<file path="src/rtl/conv_layer_engine_pkg.sv">
`default_nettype none
// ============================================================================
//  Module      : conv_layer_engine_pkg
//  Description : Shared widths, data types and FSM encoding for the layer-1
//                convolution engine.
//  Revision    : 1.0 - initial release
// ============================================================================
package conv_layer_engine_pkg;

    localparam int DATA_W = 8;
    localparam int ACC_W  = 24;

    typedef logic        [DATA_W-1:0] pixel_t;
    typedef logic signed [DATA_W-1:0] weight_t;

    typedef enum logic [2:0] {
        IDLE   = 3'd0,
        LOAD_W = 3'd1,
        MAC    = 3'd2,
        WRITE  = 3'd3,
        DONE   = 3'd4
    } conv_state_t;

    // Bit width able to hold 0..n-1, never narrower than one bit.
    function automatic int clog2_min1(input int n);
        return (n <= 2) ? 1 : $clog2(n);
    endfunction

endpackage
`default_nettype wire

</file>
<file path="src/rtl/conv_layer_engine_if.sv">
`default_nettype none
// ============================================================================
//  Module      : conv_layer_engine_if
//  Description : Control handshake plus image / weight read ports and output
//                write port of the convolution engine.
//  Revision    : 1.0 - initial release
// ============================================================================
interface conv_layer_engine_if
    import conv_layer_engine_pkg::*;
#(
    parameter int IN_AW  = 14,
    parameter int W_AW   = 9,
    parameter int OUT_AW = 18
);
    logic              start;
    logic              busy;
    logic              done;
    logic              in_rd;
    logic [IN_AW-1:0]  in_addr;
    pixel_t            in_data;
    logic              w_rd;
    logic [W_AW-1:0]   w_addr;
    weight_t           w_data;
    logic              out_we;
    logic [OUT_AW-1:0] out_addr;
    logic [DATA_W-1:0] out_data;

    // Engine side
    modport master (
        input  start, in_data, w_data,
        output busy, done, in_rd, in_addr, w_rd, w_addr,
               out_we, out_addr, out_data
    );

    // Host / memory side
    modport slave (
        output start, in_data, w_data,
        input  busy, done, in_rd, in_addr, w_rd, w_addr,
               out_we, out_addr, out_data
    );
endinterface
`default_nettype wire

</file>
<file path="src/rtl/conv_layer_engine_mac.sv">
`default_nettype none
// ============================================================================
//  Module      : mac_unit
//  Description : Registered multiply-accumulate of an unsigned pixel with a
//                signed weight; clr restarts the sum, en adds one product.
//  Revision    : 1.0 - initial release
// ============================================================================
module mac_unit
    import conv_layer_engine_pkg::*;
(
    input  wire logic               clk,
    input  wire logic               reset,
    input  wire logic               clr,
    input  wire logic               en,
    input  wire pixel_t             pixel,
    input  wire weight_t            weight,
    output logic signed [ACC_W-1:0] acc
);

    // Pixel is zero-extended to 9 bits so the product stays a signed 17-bit value.
    logic signed [2*DATA_W:0] w_prod;

    assign w_prod = $signed({1'b0, pixel}) * weight;

    // Accumulator register: clear takes priority over accumulate.
    always_ff @(posedge clk) begin
        if (!reset) begin
            acc <= '0;
        end else if (clr) begin
            acc <= '0;
        end else if (en) begin
            acc <= acc + ACC_W'(w_prod);
        end
    end

endmodule
`default_nettype wire

</file>
<file path="src/rtl/conv_layer_engine.sv">
`default_nettype none
// ============================================================================
//  Module      : conv_layer_engine
//  Description : Sequential single-channel 2-D convolution (stride 1, no
//                padding), one MAC per cycle, ReLU + shift + saturation to
//                0..127, results written in ascending output address order.
//  Revision    : 1.0 - initial release
// ============================================================================
module conv_layer_engine
    import conv_layer_engine_pkg::*;
#(
    parameter int IMG_W    = 100,
    parameter int IMG_H    = 100,
    parameter int K        = 5,
    parameter int NUM_FILT = 16,
    parameter int SHIFT    = 8
)(
    input  wire logic           clk,
    input  wire logic           reset,
    conv_layer_engine_if.master bus
);

    localparam int c_OUT_W  = IMG_W - K + 1;
    localparam int c_OUT_H  = IMG_H - K + 1;
    localparam int c_KK     = K * K;
    localparam int c_IN_AW  = clog2_min1(IMG_W * IMG_H);
    localparam int c_W_AW   = clog2_min1(NUM_FILT * c_KK);
    localparam int c_OUT_AW = clog2_min1(NUM_FILT * c_OUT_W * c_OUT_H);
    localparam int c_TAP_W  = clog2_min1(c_KK + 1);
    localparam int c_K_W    = clog2_min1(K + 1);
    localparam int c_X_W    = clog2_min1(c_OUT_W);
    localparam int c_Y_W    = clog2_min1(c_OUT_H);
    localparam int c_F_W    = clog2_min1(NUM_FILT);

    localparam logic [c_TAP_W-1:0] c_TAP_LAST = c_TAP_W'(c_KK);
    localparam logic [c_TAP_W-1:0] c_TAP_ONE  = c_TAP_W'(1);
    localparam logic [c_K_W-1:0]   c_K_LAST   = c_K_W'(K - 1);
    localparam logic [c_K_W-1:0]   c_K_ONE    = c_K_W'(1);
    localparam logic [c_X_W-1:0]   c_X_LAST   = c_X_W'(c_OUT_W - 1);
    localparam logic [c_X_W-1:0]   c_X_ONE    = c_X_W'(1);
    localparam logic [c_Y_W-1:0]   c_Y_LAST   = c_Y_W'(c_OUT_H - 1);
    localparam logic [c_Y_W-1:0]   c_Y_ONE    = c_Y_W'(1);
    localparam logic [c_F_W-1:0]   c_F_LAST   = c_F_W'(NUM_FILT - 1);
    localparam logic [c_F_W-1:0]   c_F_ONE    = c_F_W'(1);
    localparam logic signed [ACC_W-1:0] c_QMAX = ACC_W'((2 ** (DATA_W - 1)) - 1);

    conv_state_t        r_state;
    conv_state_t        w_state_nxt;
    logic [c_F_W-1:0]   r_f;
    logic [c_Y_W-1:0]   r_oy;
    logic [c_X_W-1:0]   r_ox;
    logic [c_K_W-1:0]   r_ky;
    logic [c_K_W-1:0]   r_kx;
    logic [c_TAP_W-1:0] r_tap;
    weight_t            r_wreg [c_KK];

    logic [c_TAP_W-1:0]       w_tap_prev;
    logic                     w_tap_last;
    logic                     w_pix_last;
    logic                     w_filt_last;
    weight_t                  w_wsel;
    logic                     w_mac_clr;
    logic                     w_mac_en;
    logic signed [ACC_W-1:0]  w_acc;
    logic signed [ACC_W-1:0]  w_shifted;
    logic [DATA_W-1:0]        w_q_data;

    // Data returned by a read belongs to the tap issued one cycle earlier.
    assign w_tap_prev  = r_tap - c_TAP_ONE;
    assign w_tap_last  = (r_tap == c_TAP_LAST);
    assign w_pix_last  = (r_ox == c_X_LAST) && (r_oy == c_Y_LAST);
    assign w_filt_last = (r_f == c_F_LAST);
    assign w_wsel      = r_wreg[w_tap_prev];
    assign w_mac_clr   = (r_state == MAC) && (r_tap == '0);
    assign w_mac_en    = (r_state == MAC) && (r_tap != '0);

    mac_unit u_mac (
        .clk    (clk),
        .reset  (reset),
        .clr    (w_mac_clr),
        .en     (w_mac_en),
        .pixel  (bus.in_data),
        .weight (w_wsel),
        .acc    (w_acc)
    );

    // ReLU, arithmetic shift and saturation of the finished sum.
    assign w_shifted = w_acc >>> SHIFT;
    assign w_q_data  = w_acc[ACC_W-1]      ? '0 :
                       (w_shifted > c_QMAX) ? c_QMAX[DATA_W-1:0] :
                                              w_shifted[DATA_W-1:0];

    // State register.
    always_ff @(posedge clk) begin
        if (!reset) begin
            r_state <= IDLE;
        end else begin
            r_state <= w_state_nxt;
        end
    end

    // Next-state decode and output strobes/addresses.
    always_comb begin
        w_state_nxt  = r_state;
        bus.busy     = 1'b0;
        bus.done     = 1'b0;
        bus.in_rd    = 1'b0;
        bus.in_addr  = '0;
        bus.w_rd     = 1'b0;
        bus.w_addr   = '0;
        bus.out_we   = 1'b0;
        bus.out_addr = '0;
        bus.out_data = '0;
        unique case (r_state)
            IDLE: begin
                if (bus.start) begin
                    w_state_nxt = LOAD_W;
                end
            end
            LOAD_W: begin
                bus.busy = 1'b1;
                if (w_tap_last) begin
                    w_state_nxt = MAC;
                end else begin
                    bus.w_rd   = 1'b1;
                    bus.w_addr = c_W_AW'(r_f) * c_W_AW'(c_KK) + c_W_AW'(r_tap);
                end
            end
            MAC: begin
                bus.busy = 1'b1;
                if (w_tap_last) begin
                    w_state_nxt = WRITE;
                end else begin
                    bus.in_rd   = 1'b1;
                    bus.in_addr = (c_IN_AW'(r_oy) + c_IN_AW'(r_ky)) * c_IN_AW'(IMG_W)
                                + c_IN_AW'(r_ox) + c_IN_AW'(r_kx);
                end
            end
            WRITE: begin
                bus.busy     = 1'b1;
                bus.out_we   = 1'b1;
                bus.out_addr = c_OUT_AW'(r_f) * c_OUT_AW'(c_OUT_W * c_OUT_H)
                             + c_OUT_AW'(r_oy) * c_OUT_AW'(c_OUT_W)
                             + c_OUT_AW'(r_ox);
                bus.out_data = w_q_data;
                if (w_pix_last) begin
                    w_state_nxt = w_filt_last ? DONE : LOAD_W;
                end else begin
                    w_state_nxt = MAC;
                end
            end
            DONE: begin
                bus.done    = 1'b1;
                w_state_nxt = IDLE;
            end
            default: begin
                w_state_nxt = IDLE;
            end
        endcase
    end

    // Loop counters (filter, output pixel, kernel tap) and weight register file.
    always_ff @(posedge clk) begin
        if (!reset) begin
            r_f   <= '0;
            r_oy  <= '0;
            r_ox  <= '0;
            r_ky  <= '0;
            r_kx  <= '0;
            r_tap <= '0;
            for (int i = 0; i < c_KK; i++) begin
                r_wreg[i] <= '0;
            end
        end else begin
            unique case (r_state)
                IDLE: begin
                    if (bus.start) begin
                        r_f   <= '0;
                        r_oy  <= '0;
                        r_ox  <= '0;
                        r_ky  <= '0;
                        r_kx  <= '0;
                        r_tap <= '0;
                    end
                end
                LOAD_W: begin
                    if (r_tap != '0) begin
                        r_wreg[w_tap_prev] <= bus.w_data;
                    end
                    if (w_tap_last) begin
                        r_tap <= '0;
                        r_kx  <= '0;
                        r_ky  <= '0;
                    end else begin
                        r_tap <= r_tap + c_TAP_ONE;
                    end
                end
                MAC: begin
                    if (w_tap_last) begin
                        r_tap <= '0;
                        r_kx  <= '0;
                        r_ky  <= '0;
                    end else begin
                        r_tap <= r_tap + c_TAP_ONE;
                        if (r_kx == c_K_LAST) begin
                            r_kx <= '0;
                            r_ky <= r_ky + c_K_ONE;
                        end else begin
                            r_kx <= r_kx + c_K_ONE;
                        end
                    end
                end
                WRITE: begin
                    r_tap <= '0;
                    if (r_ox == c_X_LAST) begin
                        r_ox <= '0;
                        if (r_oy == c_Y_LAST) begin
                            r_oy <= '0;
                            r_f  <= w_filt_last ? '0 : (r_f + c_F_ONE);
                        end else begin
                            r_oy <= r_oy + c_Y_ONE;
                        end
                    end else begin
                        r_ox <= r_ox + c_X_ONE;
                    end
                end
                default: begin
                end
            endcase
        end
    end

endmodule
`default_nettype wire

</file>
<file path="src/flat_wrapper.sv">
// flat-port wrapper written by rule: the top's interface ports become plain ports
module conv_layer_engine_flat import conv_layer_engine_pkg::*;
#(
    parameter int IMG_W    = 100,
    parameter int IMG_H    = 100,
    parameter int K        = 5,
    parameter int NUM_FILT = 16,
    parameter int SHIFT    = 8
)
  (clk, reset, bus_start, bus_in_data, bus_w_data, bus_busy, bus_done, bus_in_rd, bus_in_addr, bus_w_rd, bus_w_addr, bus_out_we, bus_out_addr, bus_out_data);
  conv_layer_engine_if #(.IN_AW(6), .W_AW(5), .OUT_AW(5)) bus_i ();
  input  wire logic clk;
  input  wire logic reset;
  input wire logic [$bits(bus_i.start)-1:0] bus_start;
  input wire logic [$bits(bus_i.in_data)-1:0] bus_in_data;
  input wire logic [$bits(bus_i.w_data)-1:0] bus_w_data;
  output wire logic [$bits(bus_i.busy)-1:0] bus_busy;
  output wire logic [$bits(bus_i.done)-1:0] bus_done;
  output wire logic [$bits(bus_i.in_rd)-1:0] bus_in_rd;
  output wire logic [$bits(bus_i.in_addr)-1:0] bus_in_addr;
  output wire logic [$bits(bus_i.w_rd)-1:0] bus_w_rd;
  output wire logic [$bits(bus_i.w_addr)-1:0] bus_w_addr;
  output wire logic [$bits(bus_i.out_we)-1:0] bus_out_we;
  output wire logic [$bits(bus_i.out_addr)-1:0] bus_out_addr;
  output wire logic [$bits(bus_i.out_data)-1:0] bus_out_data;
  assign bus_i.start = bus_start;
  assign bus_i.in_data = bus_in_data;
  assign bus_i.w_data = bus_w_data;
  assign bus_busy = bus_i.busy;
  assign bus_done = bus_i.done;
  assign bus_in_rd = bus_i.in_rd;
  assign bus_in_addr = bus_i.in_addr;
  assign bus_w_rd = bus_i.w_rd;
  assign bus_w_addr = bus_i.w_addr;
  assign bus_out_we = bus_i.out_we;
  assign bus_out_addr = bus_i.out_addr;
  assign bus_out_data = bus_i.out_data;
  conv_layer_engine #(.IMG_W(IMG_W), .IMG_H(IMG_H), .K(K), .NUM_FILT(NUM_FILT), .SHIFT(SHIFT)) u_core (.clk(clk), .reset(reset), .bus(bus_i));
endmodule
</file>
<file path="config.mk">
export PLATFORM = sky130hd
export DESIGN_NAME = conv_layer_engine_flat
export DESIGN_NICKNAME = d
export VERILOG_FILES = /design/src/rtl/conv_layer_engine_pkg.sv /design/src/rtl/conv_layer_engine_if.sv /design/src/rtl/conv_layer_engine_mac.sv /design/src/rtl/conv_layer_engine.sv /design/src/flat_wrapper.sv
export SDC_FILE = /design/constraint.sdc
export NUM_CORES = 1
export LEC_CHECK = 0
export CAP_MARGIN = 25
export CORE_MARGIN = 2
export CORE_UTILIZATION = 57
export CTS_BUF_LIST = sky130_fd_sc_hd__clkbuf_8
export DETAILED_ROUTE_END_ITERATION = 12
export GPL_ROUTABILITY_DRIVEN = 1
export PLACE_DENSITY = 0.82
export SKIP_LAST_GASP = 1
export SLEW_MARGIN = 5
export SYNTH_ARGS = -nofsm -noshare
export SYNTH_HDL_FRONTEND = slang
export SYNTH_HIERARCHICAL = 1
export SYNTH_SLANG_ARGS = --single-unit
</file>
<file path="constraint.sdc">
create_clock -name clk -period 17.09 [get_ports clk]
set_input_delay 3.418 -clock clk [delete_from_list [all_inputs] [get_ports clk]]
set_output_delay 3.418 -clock clk [all_outputs]
set_load 0.005 [all_outputs]
</file>
# After elaboration in Yosys (flattened, before gate mapping)
# Memories as Yosys holds them, arrays and structs flattened.
# Cells that the tools add are included.
[totals]
reg_bits = 56
ramBits = 200
in_bits = 19
out_inout_bits = 29
elab_cells = 113
memories = 1
[memory_table]
columns = ["name", "words", "width", "read_ports", "rd_clocked_by_memory_dff", "write_ports", "line", "text"]
rows = [
  ["u_core.r_wreg", 25, 8, 1, 0, 25, "conv_layer_engine.sv:55", "weight_t r_wreg [c_KK];"],
]
[classes]
n_addsub = 14
n_mul = 3
order_cmp = 1
eq_ne = 15
mux = 50
bitwise_logic = 1
n_reduce_logical = 20
[ops]
columns = ["cell", "count"]
rows = [
  ["two-way mux 3 bit", 11],
  ["two-way mux 8 bit", 4],
  ["two-way mux 5 bit", 6],
  ["two-way mux 7 bit", 4],
  ["case mux 7 bit (2 select lines)", 2],
  ["adder 24 x 17 -> 24 bit", 1],
  ["case mux 3 bit (3 select lines)", 2],
  ["multiplier 9 x 8 -> 17 bit", 1],
  ["> comparator 16 x 8 -> 1 bit (second input constant)", 1],
  ["two-way mux 4 bit", 4],
  ["case mux 5 bit (3 select lines)", 1],
  ["adder 7 x 1 -> 7 bit (second input constant)", 2],
  ["equality test 7 bit (second input constant)", 2],
  ["multiplier 14 x 5 -> 4 bit (second input constant)", 1],
  ["two-way mux 1 bit", 12],
  ["two-way mux 6 bit", 2],
  ["case mux 3 bit (4 select lines)", 1],
  ["adder 5 bit", 2],
  ["AND reduction 3 bit", 3],
  ["adder 7 x 3 -> 8 bit", 1],
  ["!= test 2 x 1 -> 1 bit (second input constant)", 4],
  ["case mux 4 bit (2 select lines)", 1],
  ["AND reduction 4 bit", 2],
  ["OR reduction 8 bit", 1],
  ["other kinds (25)", 33],
]

# Logic depth before layout (Yosys ltp)
[depth]
depth_word = 7
mapped_depth = 32

# By module
# Netlist, hierarchy kept.
[by_module_without_submodules]
columns = ["module", "instances", "cells_each", "area_per_inst_um2", "seq_area_each_um2"]
rows = [
  ["conv_layer_engine", 1, 1041, 13983.4, 8328.0],
  ["mac_unit", 1, 470, 4132.7, 480.5],
]

# Least setup slack after synthesis
# OpenSTA, ideal clock, no wires.
[synth_timing]
kind = "input-to-reg"
startpoint = "input bus_in_data[6]"
endpoint = "register u_core.u_mac.acc[23]"
setup_time_ns = 0.070
arrival_time_ns = 7.832
required_time_ns = 17.020
slack_ns = 9.188
stages = 18
n_path_buf = 1
path_cell_list = "clkbuf_1 > nand2_1 > fa_1 > inv_1 > fa_1 > inv_1 > fa_1 > inv_1 > fa_1 > fa_1 > ha_1 > a21oi_2 > nand2_2 > o21ai_2 > nand3_2 > o311a_1 > or3_1 > a21oi_1"
[synth_between]
elab_chain_cells = 2
[synth_lines]
columns = ["element", "line", "text"]
rows = [
  ["start: declaration", "flat_wrapper.sv:15", "input wire logic [$bits(bus_i.in_data)-1:0] bus_in_data;"],
  ["multiplier 9 x 8 -> 17 bit", "conv_layer_engine_mac.sv:23", "assign w_prod = $signed({1'b0, pixel}) * weight;"],
  ["adder 24 x 17 -> 24 bit", "conv_layer_engine_mac.sv:32", "acc <= acc + ACC_W'(w_prod);"],
  ["end signal: assignment", "conv_layer_engine_mac.sv:32", ""],
  ["end: declaration", "conv_layer_engine_mac.sv:17", "output logic signed [ACC_W-1:0] acc"],
]
# No other way between the ends.
# A chain may end at the register's enable or synchronous reset.

# Final worst setup path
[layout_timing]
startpoint = "register u_core.r_tap[0]"
endpoint = "register u_core.u_mac.acc[23]"
[layout_between]
elab_chain_cells = 4
elab_cells_between_ends = 9
[layout_lines]
columns = ["element", "line", "text"]
rows = [
  ["start: declaration", "conv_layer_engine.sv:54", "logic [c_TAP_W-1:0] r_tap;"],
  ["start signal: assignment", "conv_layer_engine.sv:195", "r_tap <= r_tap + c_TAP_ONE;"],
  ["start signal: assignment", "conv_layer_engine.sv:204", "r_tap <= r_tap + c_TAP_ONE;"],
  ["subtractor 5 x 1 -> 5 bit", "conv_layer_engine.sv:69", "assign w_tap_prev = r_tap - c_TAP_ONE;"],
  ["memory (25 x 8 bit)", "--", ""],
  ["via u_core.w_wsel[7]", "conv_layer_engine.sv:61", "weight_t w_wsel;"],
  ["multiplier 9 x 8 -> 17 bit", "conv_layer_engine_mac.sv:23", ""],
  ["adder 24 x 17 -> 24 bit", "conv_layer_engine_mac.sv:32", ""],
]
# The timed path passes the listed nets, and every way through them passes these cells.

==> results.md <==
- CP required: 17.60 ns
- CTS Hold Bufs: 0
- Critical path class: reg -> reg
- Via count: 12320
- Die W: about 180 um
- # setup viols final: 0
- Worst-path clk slew: 0.06 ns
- Unrepaired setup endpoints after global routing: false
- Area Growth Syn to Fin: 9.99%
- Yosys reg bits: around 310
- Cts repair resizes: 0
- ANT cells: 0
- Slew margin rel.: 30.0%
- Nets: 1711
- Synth Instances: ~1500
- RePlAce Congestion: 0.899
- Worst skew pair latency: 0.60 ns
- Run status: complete, no violations
- Gr usage total: 25.2%
- Fin crit period: 8.45 ns
- Commonest non-fill, non-tap cell in the layout: edfxtp_1
- Worst Tran Pin Value: 1.05 ns
- Place WS: ~8.4 ns
- Avg Cell Area, Syn: 12.0 um2
- Vias in the first global route: 12496
- CP arrival: 8.96 ns
- Antenna viol nets, final: 0
- Clock skew: 0.0206 ns
- Cell variety after synth: 69
- Worst Setup SP: u_core/r_tap[0]$_SDFFE_PN0P_
- Vias per inst: between 6 and 7
- Total CTS buffers: 51
- Largest net degree at the start of global routing: 60
- CTS tree: built
- Drt drc: 0
- Ys flop type: edfxtp_1
- Final hold vios: 0
- Iteration-0 DRC Markers: 1308
- Grt total ovfl: 0
- Max-slew violations: 0
- Die area: approximately 33000 um2
- Part of the cycle the worst path needs: 49.5%
- Reg2Reg Launch Point: u_core/r_tap[0]$_SDFFE_PN0P_
- Final WS setup: between 8 and 9 ns
- Core Area: 31400 um2
- Maximum VDD drop: 0.107 mV
- EDFF count, synth: 256
- Post-Route WL: 41.5 mm
- YS warnings: 6
- Starting Density: ~58%
- Total power: around 2.2 mW
- Layout cells sized above 1: 11.8%
- Chip Height: 182 um
- Maximum clock rate: 118 MHz
- CP Capture Type: flop
- Hold Crit Start: u_core/u_mac/acc[22]$_SDFFE_PP0P_
- Leak pwr: about 8.6 nW
- Post-CTS Setup Repair Bufs: 0
- Worst hold path type: reg -> reg
- Syn_nets: ~1700
- Multi-input logic area: 8510 um2
- Register area share after synthesis: approximately half
- Root Driver: clkbuf_8
- Initial antenna violation count: 0
- Wire length per cell: 21.0 um
- First-pass GRT wire length: ~66 mm
- Crit-path max FO: 40
- Count of input and output buffers: 46
- Clock tree buffer depth: 3
- Pwr Density: 111 nW/um2
- H-Tree Level Count: 2
- Fill cells: approximately 2300
- Sink Count: 312
- Ys async rst share: 0%
- Most frequent cells in the layout: edfxtp_1 (256), and3_1 (204), inv_1 (114)
- I/O pins: 48
- Count of max-cap constraint violations: 0
- Post-DP HPWL: 27.2 mm
- DR pass1 iterations: 5
- # rows: 65
- Register Area: roughly 8800 um2
- CP Launch Type: flop
- TNS Setup: 0 ns
- Netlist Area Pre-Place: ~18000 um2
[critical path, stage by stage (launching register included)]
cell and delay [ns]:
dfxtp_4 0.79, inv_1 0.16, ha_2 0.83, buf_4 0.61, mux4_2 0.45, mux4_2 0.52, mux2_2 0.43, inv_1 0.28
fa_1 0.43, inv_1 0.08, fa_1 0.45, fa_1 0.57, fa_1 0.43, fa_1 0.38, ha_1 0.40, a21oi_2 0.19
nand2_2 0.09, o21ai_2 0.24, nand3_2 0.15, o311a_1 0.38, or3_1 0.30, a21oi_1 0.14
[synthesized netlist by cell type, types with 3 or more instances]
library cell	n	area share (%)
nand2b_1	11	0.38
a21oi_1	39	1.1
buf_2	19	0.52
a21o_1	15	0.62
nor2_1	80	1.7
mux4_2	66	8.2
o211ai_1	4	0.17
o21ai_1	4	0.11
nand2_1	102	2.1
fa_1	55	6.1
nand4_1	20	0.69
nor2b_1	6	0.21
a22oi_1	30	1.2
o21ai_0	40	1.1
nor4_1	4	0.14
a311oi_1	3	0.15
inv_1	100	2.1
clkbuf_1	82	1.7
o21a_1	12	0.50
nor3b_1	5	0.21
and2_1	45	1.6
edfxtp_1	256	42
nand3_1	17	0.47
dfxtp_1	56	6.2
nor3_1	8	0.22
xor2_1	17	0.82
a31oi_1	6	0.21
mux2i_1	15	0.83
a211oi_1	5	0.21
ha_1	105	7.3
and3_1	204	7.0
a31o_2	5	0.24
xnor2_1	28	1.4
[flip-flops by register name (all words and copies together) (netlist names)]
name and flops:
u_core/r_wreg 256, u_core/u_mac/acc 24, u_core/r_ox 7, u_core/r_oy 7, u_core/r_tap 5, u_core/r_f 4, u_core/r_kx 3, u_core/r_ky 3
u_core/r_state 3
[worst paths after layout]
check	to	cells past startpoint	slack (ns)
hold / removal	u_core/u_mac/acc[22]$_SDFFE_PP0P_	2	0.47
hold reg to reg	u_core/u_mac/acc[22]$_SDFFE_PP0P_	2	0.47
setup reg to reg	u_core/u_mac/acc[23]$_SDFFE_PP0P_	21	8.64
setup / recovery	u_core/u_mac/acc[23]$_SDFFE_PP0P_	21	8.64
[report_power, final]
group          total (mW)  internal [mW]  leakage (nW)  switching (mW)
combinational       0.733          0.308          4.99           0.424
sequential          0.849          0.838          3.02          0.0107
clock               0.637          0.328         0.549           0.309
total                2.22           1.47          8.56           0.744
[stage by stage]
step	cell area [um2]	util, %	std cells	hold slack (ns)
6_report	19900	63.5	1973	0.471
5_1_grt	19900	63.5	1973	0.500
4_1_cts	19800	63.2	1969	0.476
3_5_place_dp	18900	60.1	1877	0.467
3_3_place_gp	18800	59.9	1874	0.456
2_1_floorplan	18100	-	1511	0.442
[kinds of logic (layout without fill, tap and decap cells)]
group | count (synthesis) | count (layout) | synth area share (%)
AND/OR/NAND/NOR | 523 | 523 | 15.7
flip-flops | 312 | 312 | 48.6
buffers and inverters | 206 | 266 | 4.48
AO/OA/AOI/OAI | 182 | 182 | 6.58
adder cells (fa/ha/maj) | 160 | 160 | 13.3
multiplexers | 82 | 82 | 9.10
XOR/XNOR | 45 | 45 | 2.18
other | 1 | 1 | 0.0207
[layout make-up]
type                            instances  area share (%)
Sequential cell                       312            44.2
Multi-Input combinational cell        993            42.7
Timing Repair Buffer                   74            3.75
Clock buffer                           51            3.52
Tap cell                              402            2.52
Inverter                              100            1.88
Clock inverter                         41            1.40
[per-layer routing]
metal	global-route usage [%]	share of wire (%)
met1	33.1	39
met3	4.05	8.4
met4	9.87	3.2
met2	42.3	49
met5	0	0
Note: power is estimated with default switching activity, not from simulation.
